<file path="src/rtl/ycr_dmem_router.sv">
// rtl/ycr_dmem_router.sv - single-outstanding dmem router: core LSU to timer or default memory port
// Optional response timeout with drain state: YCR_DMEM_ROUTER_TIMEOUT_EN

`ifndef YCR_DMEM_AWIDTH
`define YCR_DMEM_AWIDTH 32
`endif
`ifndef YCR_DMEM_DWIDTH
`define YCR_DMEM_DWIDTH 32
`endif

module ycr_dmem_router #(
    parameter logic [`YCR_DMEM_AWIDTH-1:0] TMR_ADDR_MASK    = 32'hFFFF_FFE0,
    parameter logic [`YCR_DMEM_AWIDTH-1:0] TMR_ADDR_PATTERN = 32'h0049_0000
`ifdef YCR_DMEM_ROUTER_TIMEOUT_EN
    ,
    parameter int unsigned                 TIMEOUT_CYCLES   = 16
`endif
) (
    input  logic                        clk,
    input  logic                        rst_n,

    input  logic                        core_req,
    input  logic                        core_cmd,
    input  logic [1:0]                  core_width,
    input  logic [`YCR_DMEM_AWIDTH-1:0] core_addr,
    input  logic [`YCR_DMEM_DWIDTH-1:0] core_wdata,
    output logic                        core_req_ack,
    output logic [`YCR_DMEM_DWIDTH-1:0] core_rdata,
    output logic [1:0]                  core_resp,

    output logic                        port_cmd,
    output logic [1:0]                  port_width,
    output logic [`YCR_DMEM_AWIDTH-1:0] port_addr,
    output logic [`YCR_DMEM_DWIDTH-1:0] port_wdata,

    output logic                        tmr_req,
    input  logic                        tmr_req_ack,
    input  logic [`YCR_DMEM_DWIDTH-1:0] tmr_rdata,
    input  logic [1:0]                  tmr_resp,

    output logic                        mem_req,
    input  logic                        mem_req_ack,
    input  logic [`YCR_DMEM_DWIDTH-1:0] mem_rdata,
    input  logic [1:0]                  mem_resp
);

    localparam logic [1:0] RESP_NOTRDY = 2'b00;
    localparam logic [1:0] RESP_RDY_ER = 2'b10;

`ifdef YCR_DMEM_ROUTER_TIMEOUT_EN
    localparam int unsigned CNT_W = $clog2(TIMEOUT_CYCLES) + 1;
    typedef enum logic [1:0] {ST_IDLE = 2'd0, ST_WAIT = 2'd1, ST_DRAIN = 2'd2} state_t;
    logic [CNT_W-1:0] cnt_q, cnt_d;
`else
    typedef enum logic {ST_IDLE = 1'b0, ST_WAIT = 1'b1} state_t;
`endif

    state_t                      state_q, state_d;
    logic                        sel_tmr_q, sel_tmr_d;
    logic                        hit;
    logic [1:0]                  sel_resp;
    logic [`YCR_DMEM_DWIDTH-1:0] sel_rdata;

    assign port_cmd   = core_cmd;
    assign port_width = core_width;
    assign port_addr  = core_addr;
    assign port_wdata = core_wdata;

    assign hit       = ((core_addr & TMR_ADDR_MASK) == TMR_ADDR_PATTERN);
    // Only the port latched at accept is ever observed; the other port's responses are dropped.
    assign sel_resp  = sel_tmr_q ? tmr_resp  : mem_resp;
    assign sel_rdata = sel_tmr_q ? tmr_rdata : mem_rdata;

    always_ff @(posedge clk or negedge rst_n) begin
        if (!rst_n) begin
            state_q   <= ST_IDLE;
            sel_tmr_q <= 1'b0;
`ifdef YCR_DMEM_ROUTER_TIMEOUT_EN
            cnt_q     <= '0;
`endif
        end else begin
            state_q   <= state_d;
            sel_tmr_q <= sel_tmr_d;
`ifdef YCR_DMEM_ROUTER_TIMEOUT_EN
            cnt_q     <= cnt_d;
`endif
        end
    end

    always_comb begin
        state_d      = state_q;
        sel_tmr_d    = sel_tmr_q;
        tmr_req      = 1'b0;
        mem_req      = 1'b0;
        core_req_ack = 1'b0;
        core_resp    = RESP_NOTRDY;
        core_rdata   = '0;
`ifdef YCR_DMEM_ROUTER_TIMEOUT_EN
        cnt_d        = cnt_q;
`endif
        case (state_q)
            ST_IDLE: begin
                tmr_req      = core_req & hit;
                mem_req      = core_req & ~hit;
                // Slave ack with no request behind it must not reach the core.
                core_req_ack = core_req & (hit ? tmr_req_ack : mem_req_ack);
                if (core_req_ack) begin
                    sel_tmr_d = hit;
                    state_d   = ST_WAIT;
`ifdef YCR_DMEM_ROUTER_TIMEOUT_EN
                    cnt_d     = '0;
`endif
                end
            end
            ST_WAIT: begin
                if (sel_resp != RESP_NOTRDY) begin
                    core_resp  = sel_resp;
                    core_rdata = sel_rdata;
                    state_d    = ST_IDLE;
                end
`ifdef YCR_DMEM_ROUTER_TIMEOUT_EN
                else if (cnt_q == CNT_W'(TIMEOUT_CYCLES - 1)) begin
                    core_resp = RESP_RDY_ER;
                    state_d   = ST_DRAIN;
                end else begin
                    cnt_d = cnt_q + 1'b1;
                end
`endif
            end
`ifdef YCR_DMEM_ROUTER_TIMEOUT_EN
            ST_DRAIN: begin
                if (sel_resp != RESP_NOTRDY) begin
                    state_d = ST_IDLE;
                end
            end
`endif
            default: state_d = ST_IDLE;
        endcase
    end

endmodule
</file>
<file path="config.mk">
export PLATFORM = sky130hd
export DESIGN_NAME = ycr_dmem_router
export DESIGN_NICKNAME = d
export VERILOG_FILES = /design/src/rtl/ycr_dmem_router.sv
export SDC_FILE = /design/constraint.sdc
export NUM_CORES = 1
export LEC_CHECK = 0
export CORE_AREA = 2 2 94 96
export DETAILED_ROUTE_END_ITERATION = 10
export DIE_AREA = 0 0 96 98
export HOLD_SLACK_MARGIN = 0.05
export PLACE_DENSITY = 0.62
export SLEW_MARGIN = 15
export SYNTH_ARGS = -nofsm -noshare
export SYNTH_HDL_FRONTEND = slang
export SYNTH_SLANG_ARGS = --single-unit
</file>
<file path="constraint.sdc">
create_clock -name clk -period 3.16 [get_ports clk]
set_input_delay 0.632 -clock clk [delete_from_list [all_inputs] [get_ports clk]]
set_output_delay 0.632 -clock clk [all_outputs]
set_load 0.01 [all_outputs]
</file>
==> summary.md <==
| Metric | Value |
|---|---|
| Flop pwr share | `0.064` |
| Die width | `96 um` |
| Vias in the first global route | `~1.4k` |
| Layout area overhead | `105%` |
| Crit start category | `input pin` |
| Peak Freq | `327 MHz` |
| CP max FO | `2` |
| H-tree depth | `1` |
| Pwr/cell area | `168 nW/um^2` |
| Final Critical Period | `3.06 ns` |
| Highest layer used for signal routing | `met4` |
| Switch share | `0.273` |
| Crit-path most repeated cell | `clkdlybuf4s50_1` |
| CTS tree | `yes` |
| Relative slew slack | `0.606` |
| Pin count of the biggest net entering global routing | `37` |
| Die footprint | `9410 sq um` |
| Syn Nets | `310` |
| Post-CTS setup buffers | `0` |
| Filler cell count | `roughly 900` |
| Comb pwr share | `0.688` |
| Most instantiated cells after synthesis | `buf_4 (68), mux2i_1 (34), nor2_1 (32), nor4_1 (4)` |
| Synth top area share | `0.405` |
| Metal2 WL | `~2700 um` |
| GRT Overall Usage | `0.103` |
| Worst path required time | `around 2.5 ns` |
| Crit Reg-Reg Startpoint | `sel_tmr_q$_DFFE_PN0P_` |
| Number of max-cap violations | `0` |
| Placed insts | `roughly 370` |
| Clk network pwr share | `0.248` |
| Die height | `~98 um` |
| Post-layout power | `between 0.4 and 0.5 mW` |
| Syn. warnings | `0` |
| Register area share after synthesis | `0.0397` |
| Crit path largest cell delay | `~0.54 ns` |
| Layout Utilization | `0.305` |
| Starting DRT DRC Count | `9` |
| Count leader, synth | `buf_4` |
| Cells on worst reg2reg path | `4` |
| Share of layout cells above drive strength 1 | `0.0627` |
| IO Pins | `approximately 240` |
| Avg Cell Area, Syn | `around 7.4 sq um` |
| Post-DP HPWL | `about 4400 um` |
| Slew Limit Fails | `0` |
| Setup TNS | `0 ns` |
| Slowest CP cell | `clkdlybuf4s50_1` |
| Routed Antenna Nets | `0` |
| Static Leak | `slightly below 0.9 nW` |
| Syn Inst Count | `170` |
| Crit end category | `output pin` |
| Clk_skew | `roughly 0.0043 ns` |
| Clock root buffer | `clkbuf_8` |
| Site row count | `34` |
| Routed WL per cell | `between 10 and 15 um` |
| Drt drc | `0` |
| Final hold slack | `a little under 0.6 ns` |
| Initial antenna violation count | `0` |
| Net Sw Power | `about 0.12 mW` |
| Metal1 wirelength | `between 1500 and 2000 um` |
| Largest area contributor in the synthesized netlist | `buf_4` |
| Tcrit/Tclk final | `0.968` |
| Final setup vio count | `0` |
| Unrepaired setup endpoints after global routing | `false` |
| Post-route design area | `2580 sq um` |
| Nets@finish | `412` |
| RR Endpoint | `state_q$_DFF_PN0_` |
| Core area | `around 8500 sq um` |
| Main synth FF type | `dfrtp_1` |
| Vias | `around 1.5k` |
| Starting Density | `0.149` |
| Post-synth EDFFs | `0` |
| Finished Layout Cells | `379` |
| Outcome | `complete, no violations` |
| Netlist Area Pre-Place | `around 1300 sq um` |
| #FFs+latches synth | `2` |
| Tightest Pin Transition | `around 0.59 ns` |
| Setup WS pre-CTS | `-0.0810 ns` |
| TritonCTS Sinks | `2` |
| Post-DP Area | `around 2500 sq um` |
| Worst setup margin | `between 0.1 and 0.15 ns` |
| Routed vias/inst | `about 3.9` |
| CP arrival | `approximately 2.4 ns` |
| First-pass GRT wire length | `around 7300 um` |
| Internal power | `~0.32 mW` |
| First drt pass iteration count | `2` |
| Crit-path cells | `clkdlybuf4s50_1 -> nor4_1 -> buf_4 -> and4_1 -> and3_1 -> clkdlybuf4s50_1` |
| Drt total wl | `roughly 5300 um` |
| Buffers on Ports | `roughly 160` |
| Met3 wire len | `around 760 um` |
| CP Class | `in -> out` |
| Antenna cells | `0` |
| Final hold violations | `0` |
| Worst hold path type | `in -> async` |
| Routability congestion estimate | `0.677` |
| Gr ovfl total | `0` |
| Reg2Reg Setup Slack | `between 1.5 and 2 ns` |
| Clk Latency, worst-skew pair | `0.21 ns` |
| Worst-path clk slew | `0.03 ns` |
| Ranking of synthesized cells by area | `buf_4 (41%), mux2i_1 (27%), nor2_1 (9.5%)` |
| CTS max path bufs | `2` |
| CTS Buf Count | `3` |
| Post-synth cell types | `26` |
| Async SR Flop Fraction | `1.00` |
| Maximum VDD drop | `63.4 uV` |
-- worst max-delay path by stage --
stage,from,end,cells past startpoint
2_1_floorplan,core_addr[18],core_req_ack,3
3_3_place_gp,core_addr[21],core_req_ack,6
3_5_place_dp,core_addr[21],mem_req,8
4_1_cts,core_addr[21],tmr_req,6
5_1_grt,tmr_resp[0],core_rdata[12],6
6_report,core_addr[5],tmr_req,6
-- state kept, by name, summed over array words and instances (netlist names) --
register and count:
sel_tmr_q 1, state_q 1
-- cells by family after synthesis --
logic type / synth area share
AND/OR/NAND/NOR: 0.216
multiplexers: 0.270
AO/OA/AOI/OAI: 0.0298
flip-flops: 0.0397
buffers and inverters: 0.444
-- power groups by stage --
stage | combinational, mW | sequential (mW) | clock, mW
3_5_place_dp | 0.298 | 0.0281 | 0
4_1_cts | 0.303 | 0.0278 | 0.110
3_3_place_gp | 0.297 | 0.0280 | 0
2_1_floorplan | 0.154 | 0.0277 | 0
5_1_grt | 0.320 | 0.0281 | 0.115
6_report | 0.298 | 0.0278 | 0.107
-- timing repair --
action,in CTS,in global routing
gates cloned,1,0
hold buffers,0,0
setup endpoints to repair,33,3
gates resized for setup,5,0
pin swaps,1,1
-- per-layer routing --
metal  vias to the layer above  track usage
met2                       116        0.183
met1                       615       0.0994
met3                        16       0.0409
li1                        713            -
met4                         0       0.0582
met5                         -            0
-- worst max-delay path, delay by kind of cell --
family	cells	cell delay [ns]
simple gates	3	0.66
buf+inv	3	1.14
-- layout make-up --
cell class	count	area [sq um]	share of cell area
multi-input cells	95	671	0.260
repair buffers	170	1680	0.651
well taps	108	135	0.0523
flip-flops and latches	2	51.3	0.0199
clock buffers	4	45.0	0.0174
-- cells in the final DEF, fill, tap and decap left out, drive strengths merged --
cell,n
nand2b,1
nor4,4
nand2,2
a22o,1
o31ai,1
nand4,1
buf,7
nor2,35
nand3,1
nor4bb,1
and3,2
nor3,2
clkbuf,4
a21o,1
dlygate4sd2,2
clkdlybuf4s50,161
nor4b,1
o21ai,1
o311ai,1
nor2b,4
dfrtp,2
nor3b,1
and4,1
mux2i,34
(Power assumes the default switching activity.)
